$ cat config.mk
export PLATFORM = sky130hd
export DESIGN_NAME = switch_word_loader_flat
export DESIGN_NICKNAME = d
export VERILOG_FILES = /design/src/rtl/switch_word_loader_if.sv /design/src/rtl/switch_word_loader.sv /design/src/flat_wrapper.sv
export SDC_FILE = /design/constraint.sdc
export NUM_CORES = 1
export LEC_CHECK = 0
export BUFFER_PORTS_ARGS = -buffer_cell sky130_fd_sc_hd__buf_2
export CORE_MARGIN = 5
export CORE_UTILIZATION = 62
export CTS_CLUSTER_SIZE = 24
export DETAILED_ROUTE_END_ITERATION = 10
export GPL_TIMING_DRIVEN = 0
export PLACE_DENSITY = 0.82
export SKIP_LAST_GASP = 1
export SYNTH_ARGS = -nofsm -noshare
export SYNTH_HDL_FRONTEND = slang
export SYNTH_SLANG_ARGS = --single-unit
$ cat constraint.sdc
create_clock -name clk -period 4.5 [get_ports clk]
set_input_delay 0.225 -clock clk [delete_from_list [all_inputs] [get_ports clk]]
set_output_delay 0.225 -clock clk [all_outputs]
set_load 0.01 [all_outputs]
$ cat src/rtl/switch_word_loader_if.sv
// switch_word_loader_if: switch/button inputs and committed-word outputs of the word loader
interface switch_word_loader_if;
  logic [7:0]  sw_data;
  logic [1:0]  sw_sel;
  logic        key_load_l;
  logic        key_go_l;
  logic [31:0] word;
  logic        word_valid;
  logic [3:0]  staged_mask;
  logic [7:0]  preview;
  modport master (output sw_data, sw_sel, key_load_l, key_go_l, input word, word_valid, staged_mask, preview);
  modport slave  (input sw_data, sw_sel, key_load_l, key_go_l, output word, word_valid, staged_mask, preview);
endinterface

$ cat src/rtl/switch_word_loader.sv
// switch_word_loader: synchronizes and debounces switches/keys and assembles a 32-bit word byte by byte
module switch_word_loader #(
  parameter int DEBOUNCE_CYCLES = 500_000
) (
  input logic clk,
  input logic rst_l,
  switch_word_loader_if.slave bus
);
  localparam int CW = $clog2(DEBOUNCE_CYCLES + 1);
  typedef enum logic {IDLE, FILLING} state_t;
  state_t      r_state;
  logic [7:0]  r_data_s1, r_data_s2;
  logic [1:0]  r_sel_s1, r_sel_s2;
  logic [1:0]  r_key_s1, r_key_s2;
  logic [31:0] r_stage, r_word, w_stage;
  logic [3:0]  r_mask, w_mask;
  logic        r_valid;
  logic        w_ld, w_go;
  // two-flop synchronizers; keys idle high (released)
  always_ff @(posedge clk) begin
    if (!rst_l) begin
      r_data_s1 <= '0;
      r_data_s2 <= '0;
      r_sel_s1  <= '0;
      r_sel_s2  <= '0;
      r_key_s1  <= 2'b11;
      r_key_s2  <= 2'b11;
    end else begin
      r_data_s1 <= bus.sw_data;
      r_data_s2 <= r_data_s1;
      r_sel_s1  <= bus.sw_sel;
      r_sel_s2  <= r_sel_s1;
      r_key_s1  <= {bus.key_go_l, bus.key_load_l};
      r_key_s2  <= r_key_s1;
    end
  end
  for (genvar k = 0; k < 2; k++) begin : g_key
    logic          r_deb, r_deb_q, r_ev;
    logic [CW-1:0] r_cnt;
    // debounce: level flips after DEBOUNCE_CYCLES disagreeing cycles; press pulse one cycle after the 1->0 flip
    always_ff @(posedge clk) begin
      if (!rst_l) begin
        r_deb   <= 1'b1;
        r_deb_q <= 1'b1;
        r_ev    <= 1'b0;
        r_cnt   <= '0;
      end else begin
        r_deb_q <= r_deb;
        r_ev    <= r_deb_q & ~r_deb;
        if (r_key_s2[k] == r_deb) r_cnt <= '0;
        else if (r_cnt == CW'(DEBOUNCE_CYCLES - 1)) begin
          r_deb <= ~r_deb;
          r_cnt <= '0;
        end else r_cnt <= r_cnt + 1'b1;
      end
    end
  end
  assign w_ld = g_key[0].r_ev;
  assign w_go = g_key[1].r_ev;
  // staging with this cycle's load merged in, so a simultaneous go commits the new byte
  always_comb begin
    w_stage = r_stage;
    w_mask  = r_mask;
    if (w_ld) begin
      w_stage[{r_sel_s2, 3'b000} +: 8] = r_data_s2;
      w_mask[r_sel_s2] = 1'b1;
    end
  end
  // loader FSM: IDLE while nothing staged, FILLING once any lane is written
  always_ff @(posedge clk) begin
    if (!rst_l) begin
      r_state <= IDLE;
      r_stage <= '0;
      r_mask  <= '0;
      r_word  <= '0;
      r_valid <= 1'b0;
    end else begin
      r_valid <= 1'b0;
      if (w_go && (w_ld || r_state == FILLING)) begin
        r_word  <= w_stage;
        r_valid <= 1'b1;
        r_stage <= '0;
        r_mask  <= '0;
        r_state <= IDLE;
      end else if (w_ld) begin
        r_stage <= w_stage;
        r_mask  <= w_mask;
        r_state <= FILLING;
      end
    end
  end
  assign bus.word        = r_word;
  assign bus.word_valid  = r_valid;
  assign bus.staged_mask = r_mask;
  assign bus.preview     = r_stage[{r_sel_s2, 3'b000} +: 8];
endmodule

$ cat src/flat_wrapper.sv
// flat-port wrapper written by rule: the top's interface ports become plain ports
module switch_word_loader_flat 
#(
  parameter int DEBOUNCE_CYCLES = 500_000
)
  (clk, rst_l, bus_sw_data, bus_sw_sel, bus_key_load_l, bus_key_go_l, bus_word, bus_word_valid, bus_staged_mask, bus_preview);
  switch_word_loader_if bus_i ();
  input logic clk;
  input logic rst_l;
  input wire logic [$bits(bus_i.sw_data)-1:0] bus_sw_data;
  input wire logic [$bits(bus_i.sw_sel)-1:0] bus_sw_sel;
  input wire logic [$bits(bus_i.key_load_l)-1:0] bus_key_load_l;
  input wire logic [$bits(bus_i.key_go_l)-1:0] bus_key_go_l;
  output wire logic [$bits(bus_i.word)-1:0] bus_word;
  output wire logic [$bits(bus_i.word_valid)-1:0] bus_word_valid;
  output wire logic [$bits(bus_i.staged_mask)-1:0] bus_staged_mask;
  output wire logic [$bits(bus_i.preview)-1:0] bus_preview;
  assign bus_i.sw_data = bus_sw_data;
  assign bus_i.sw_sel = bus_sw_sel;
  assign bus_i.key_load_l = bus_key_load_l;
  assign bus_i.key_go_l = bus_key_go_l;
  assign bus_word = bus_i.word;
  assign bus_word_valid = bus_i.word_valid;
  assign bus_staged_mask = bus_i.staged_mask;
  assign bus_preview = bus_i.preview;
  switch_word_loader #(.DEBOUNCE_CYCLES(DEBOUNCE_CYCLES)) u_core (.clk(clk), .rst_l(rst_l), .bus(bus_i));
endmodule
==> impl_metrics.env <==
export IMPL_rows=33
export IMPL_crit_fanout=9
export IMPL_whs_ns=0.414
export IMPL_slew_headroom_pct=37.2
export IMPL_finalHoldViolations=0
export IMPL_drtPass1Iterations=5
export IMPL_status="finished clean"
export IMPL_routed_wl_mm=12.3
export IMPL_vias_per_cell=5.87
export IMPL_finalMaxSlewViolations=0
export IMPL_synth_edff_count=0
export IMPL_cap_violations=0
export IMPL_cp_startpoint="u_core.r_sel_s2[1]"
export IMPL_clock_skew_final_ns=0.0116
export IMPL_dr_first_iter_drc_count=283
export IMPL_syn2layout_area_growth_pct=22.2
export IMPL_yosys_area_share_simple_pct=20.0
export IMPL_postLayoutCellArea_mm2=0.00640
export IMPL_yosys_area_top_type="dfxtp_1"
export IMPL_design_power_total_mw=2.74
export IMPL_synthesis_area_mm2=0.00524
export IMPL_wire_per_inst_um=16.7
export IMPL_synth_sequential_area_ratio_pct=52.8
export IMPL_place_hpwl_mm=7.95
export IMPL_grt_pass1_wl_mm=20.5
export IMPL_port_buffers=58
export IMPL_cts_sinks=138
export IMPL_start_util_pct=63.7
export IMPL_synth_top_cells_by_area="dfxtp_1 53%, nor2_1 5.6%, a22oi_1 4.6%, mux4_2 3.4%, xnor2_1 3.2%"
export IMPL_worstMarginPinSlew_ns=0.940
export IMPL_htreeDepth=4
export IMPL_fin_crit_ns=2.93
export IMPL_async_flop_share_pct=0
export IMPL_core_area_mm2=0.00822
export IMPL_synth_compound_area_share_pct=12.9
export IMPL_grt_pass1_vias=4302
export IMPL_period_share_pct=65.0
export IMPL_vias=4343
export IMPL_overflow=0
export IMPL_yosysMostFrequentCell="dfxtp_1"
export IMPL_ys_flop_type="dfxtp_1"
export IMPL_worstSkewPairLatency_ns=0.53
export IMPL_io_pins=59
export IMPL_fin_util_pct=77.9
export IMPL_drive_above_1_share_pct=17.3
export IMPL_endpoint_kind="flip-flop"
export IMPL_peakVddDrop_mv=0.324
export IMPL_die_area_mm2=0.0104
export IMPL_rsz0062_at_grt="false"
export IMPL_leakagePower_nw=2.54
export IMPL_route_detailed_drc=0
export IMPL_grt_max_degree=17
export IMPL_min_path_type="flip-flop to flip-flop"
export IMPL_cts_buffers=17
export IMPL_synthDistinctLibCells=45
export IMPL_placed_area_mm2=0.00566
export IMPL_yosys_warnings=0
export IMPL_synth_top_family_by_area="simple AND/OR/NAND/NOR gates"
export IMPL_antenna_found_initial=0
export IMPL_fin_nets=646
export IMPL_timing_fmax_mhz=342
export IMPL_routabilityCongestion=0.866
export IMPL_dieHeight_um=102
export IMPL_ys_seq_elements=138
export IMPL_cts_tree="yes"
export IMPL_drtAntennaViolNets=0
export IMPL_synth_top_cell_area_share_pct=52.8
export IMPL_die_x_um=102
export IMPL_startpoint_type="flip-flop"
export IMPL_clock_root_buffer="clkbuf_8"
export IMPL_worstReg2RegStart="u_core.r_sel_s2[1]"
export IMPL_synth_nets=556
export IMPL_setup_viol=0
export IMPL_worst_ep_arrival_time_ns=3.38
export IMPL_cp_required_ns=4.95
export IMPL_p_per_area_mw_per_mm2=428
export IMPL_path_clk_slew_ns=0.07
export IMPL_setup_tns_ns=0
export IMPL_syn_area_per_cell_um2=9.84
export IMPL_min_delay_start="u_core.g_key[0].r_deb_q"
export IMPL_synthAdderAreaFrac_pct=2.39
export IMPL_critPathKind="flip-flop to flip-flop"
export IMPL_synthTopCellsByCount="138 x dfxtp_1, 78 x nor2_1, 32 x a22oi_1, 31 x nand2_1, 26 x and2_1"
export IMPL_grt_use_total_pct=25.2
export IMPL_clockBufferDepth=2
export IMPL_diodes=0
export IMPL_synth_xor_area_share_pct=4.85
export IMPL_synthCells=532
export IMPL_synthMuxAreaShare_pct=3.85
[cell usage in the layout, fill, tap and decap left out, types with 12 or more instances in the layout]
| cell type | synthesis | layout |
|---|---|---|
| clkbuf_1 | 18 | 18 |
| nand2_1 | 31 | 31 |
| o21ai_0 | 21 | 21 |
| xnor2_1 | 19 | 19 |
| nor2_1 | 78 | 78 |
| inv_1 | 20 | 20 |
| nand3_1 | 14 | 14 |
| a21oi_1 | 12 | 12 |
| dlygate4sd3_1 | 0 | 13 |
| a22oi_1 | 32 | 32 |
| and2_1 | 26 | 26 |
| dfxtp_1 | 138 | 138 |
| clkbuf_16 | 0 | 16 |
| buf_2 | 4 | 62 |
[layout make-up]
type	count	area (um^2)
sequential	138	2760
multi-input combinational	351	2300
fill	560	1820
timing repair buffer	71	420
clock buffer	17	414
clock inverter	15	198
tap	105	131
buffer	23	98.8
inverter	20	75.1
[state kept, by name (all words and copies together) (netlist names)]
| register | flops |
|---|---|
| u_core.bus.word_valid | 1 |
| u_core.bus.staged_mask | 4 |
| u_core.r_stage | 32 |
| u_core.r_sel_s2 | 2 |
| u_core.g_key.r_deb_q | 2 |
| u_core.r_data_s1 | 8 |
| u_core.r_key_s1 | 2 |
| u_core.r_data_s2 | 8 |
| u_core.r_sel_s1 | 2 |
| u_core.bus.word | 32 |
| u_core.r_state | 1 |
| u_core.r_key_s2 | 2 |
| u_core.g_key.r_cnt | 38 |
| u_core.g_key.r_deb | 2 |
| u_core.g_key.r_ev | 2 |
[worst max-delay path: stages, from the launching register on]
cell and delay, ns:
dfxtp_1 0.41, clkbuf_1 0.48, inv_1 0.21, ha_1 0.40
nor4b_2 0.84, a22oi_1 0.29, o21ai_0 0.22
[metrics by stage]
stage,setup slack [ns],std cells
5_1_grt,1.42,740
4_1_cts,1.68,740
3_3_place_gp,1.82,695
6_report,1.57,740
3_5_place_dp,1.71,695
2_1_floorplan,2.35,532
[power breakdown]
part / internal, mW / switching [mW]
Combinational: 0.0251 / 0.0313
Clock: 0.866 / 0.575
Sequential: 1.23 / 0.00966
[cells by family (layout without fill, tap and decap cells)]
group	after synthesis	after routing
adder cells (fa/ha/maj)	10	10
AND/OR/NAND/NOR	207	207
buffers and inverters	43	146
AO/OA/AOI/OAI	95	95
XOR/XNOR	29	29
multiplexers	10	10
flip-flops	138	138
[path summary, 6_finish.rpt]
kind	end	slack, ns	cells past startpoint
max	u_core.bus.word[1]	1.57	6
min	u_core.g_key[0].r_ev	0.41	2
max reg2reg	u_core.bus.word[1]	1.57	6
min reg2reg	u_core.g_key[0].r_ev	0.41	2
[routing by layer]
layer / up-vias / wire length, um / part of all wire (%) / global-route usage (%)
li1: 2056 / - / - / -
met1: 2060 / 5100 / 41 / 32.0
met2: 198 / 5890 / 48 / 40.9
met3: 29 / 1150 / 9.3 / 7.65
met4: 0 / 183 / 1.5 / 8.88
met5: - / 0 / 0 / 0
[timing repair]
item | 4_1_cts | 5_1_grt
gates resized for setup | 0 | 0
endpoints found under the hold margin | 13 | 0
setup buffers | 0 | 0
endpoints found under the setup margin | 0 | 0
hold buffers | 13 | 0
(Power assumes the default switching activity.)
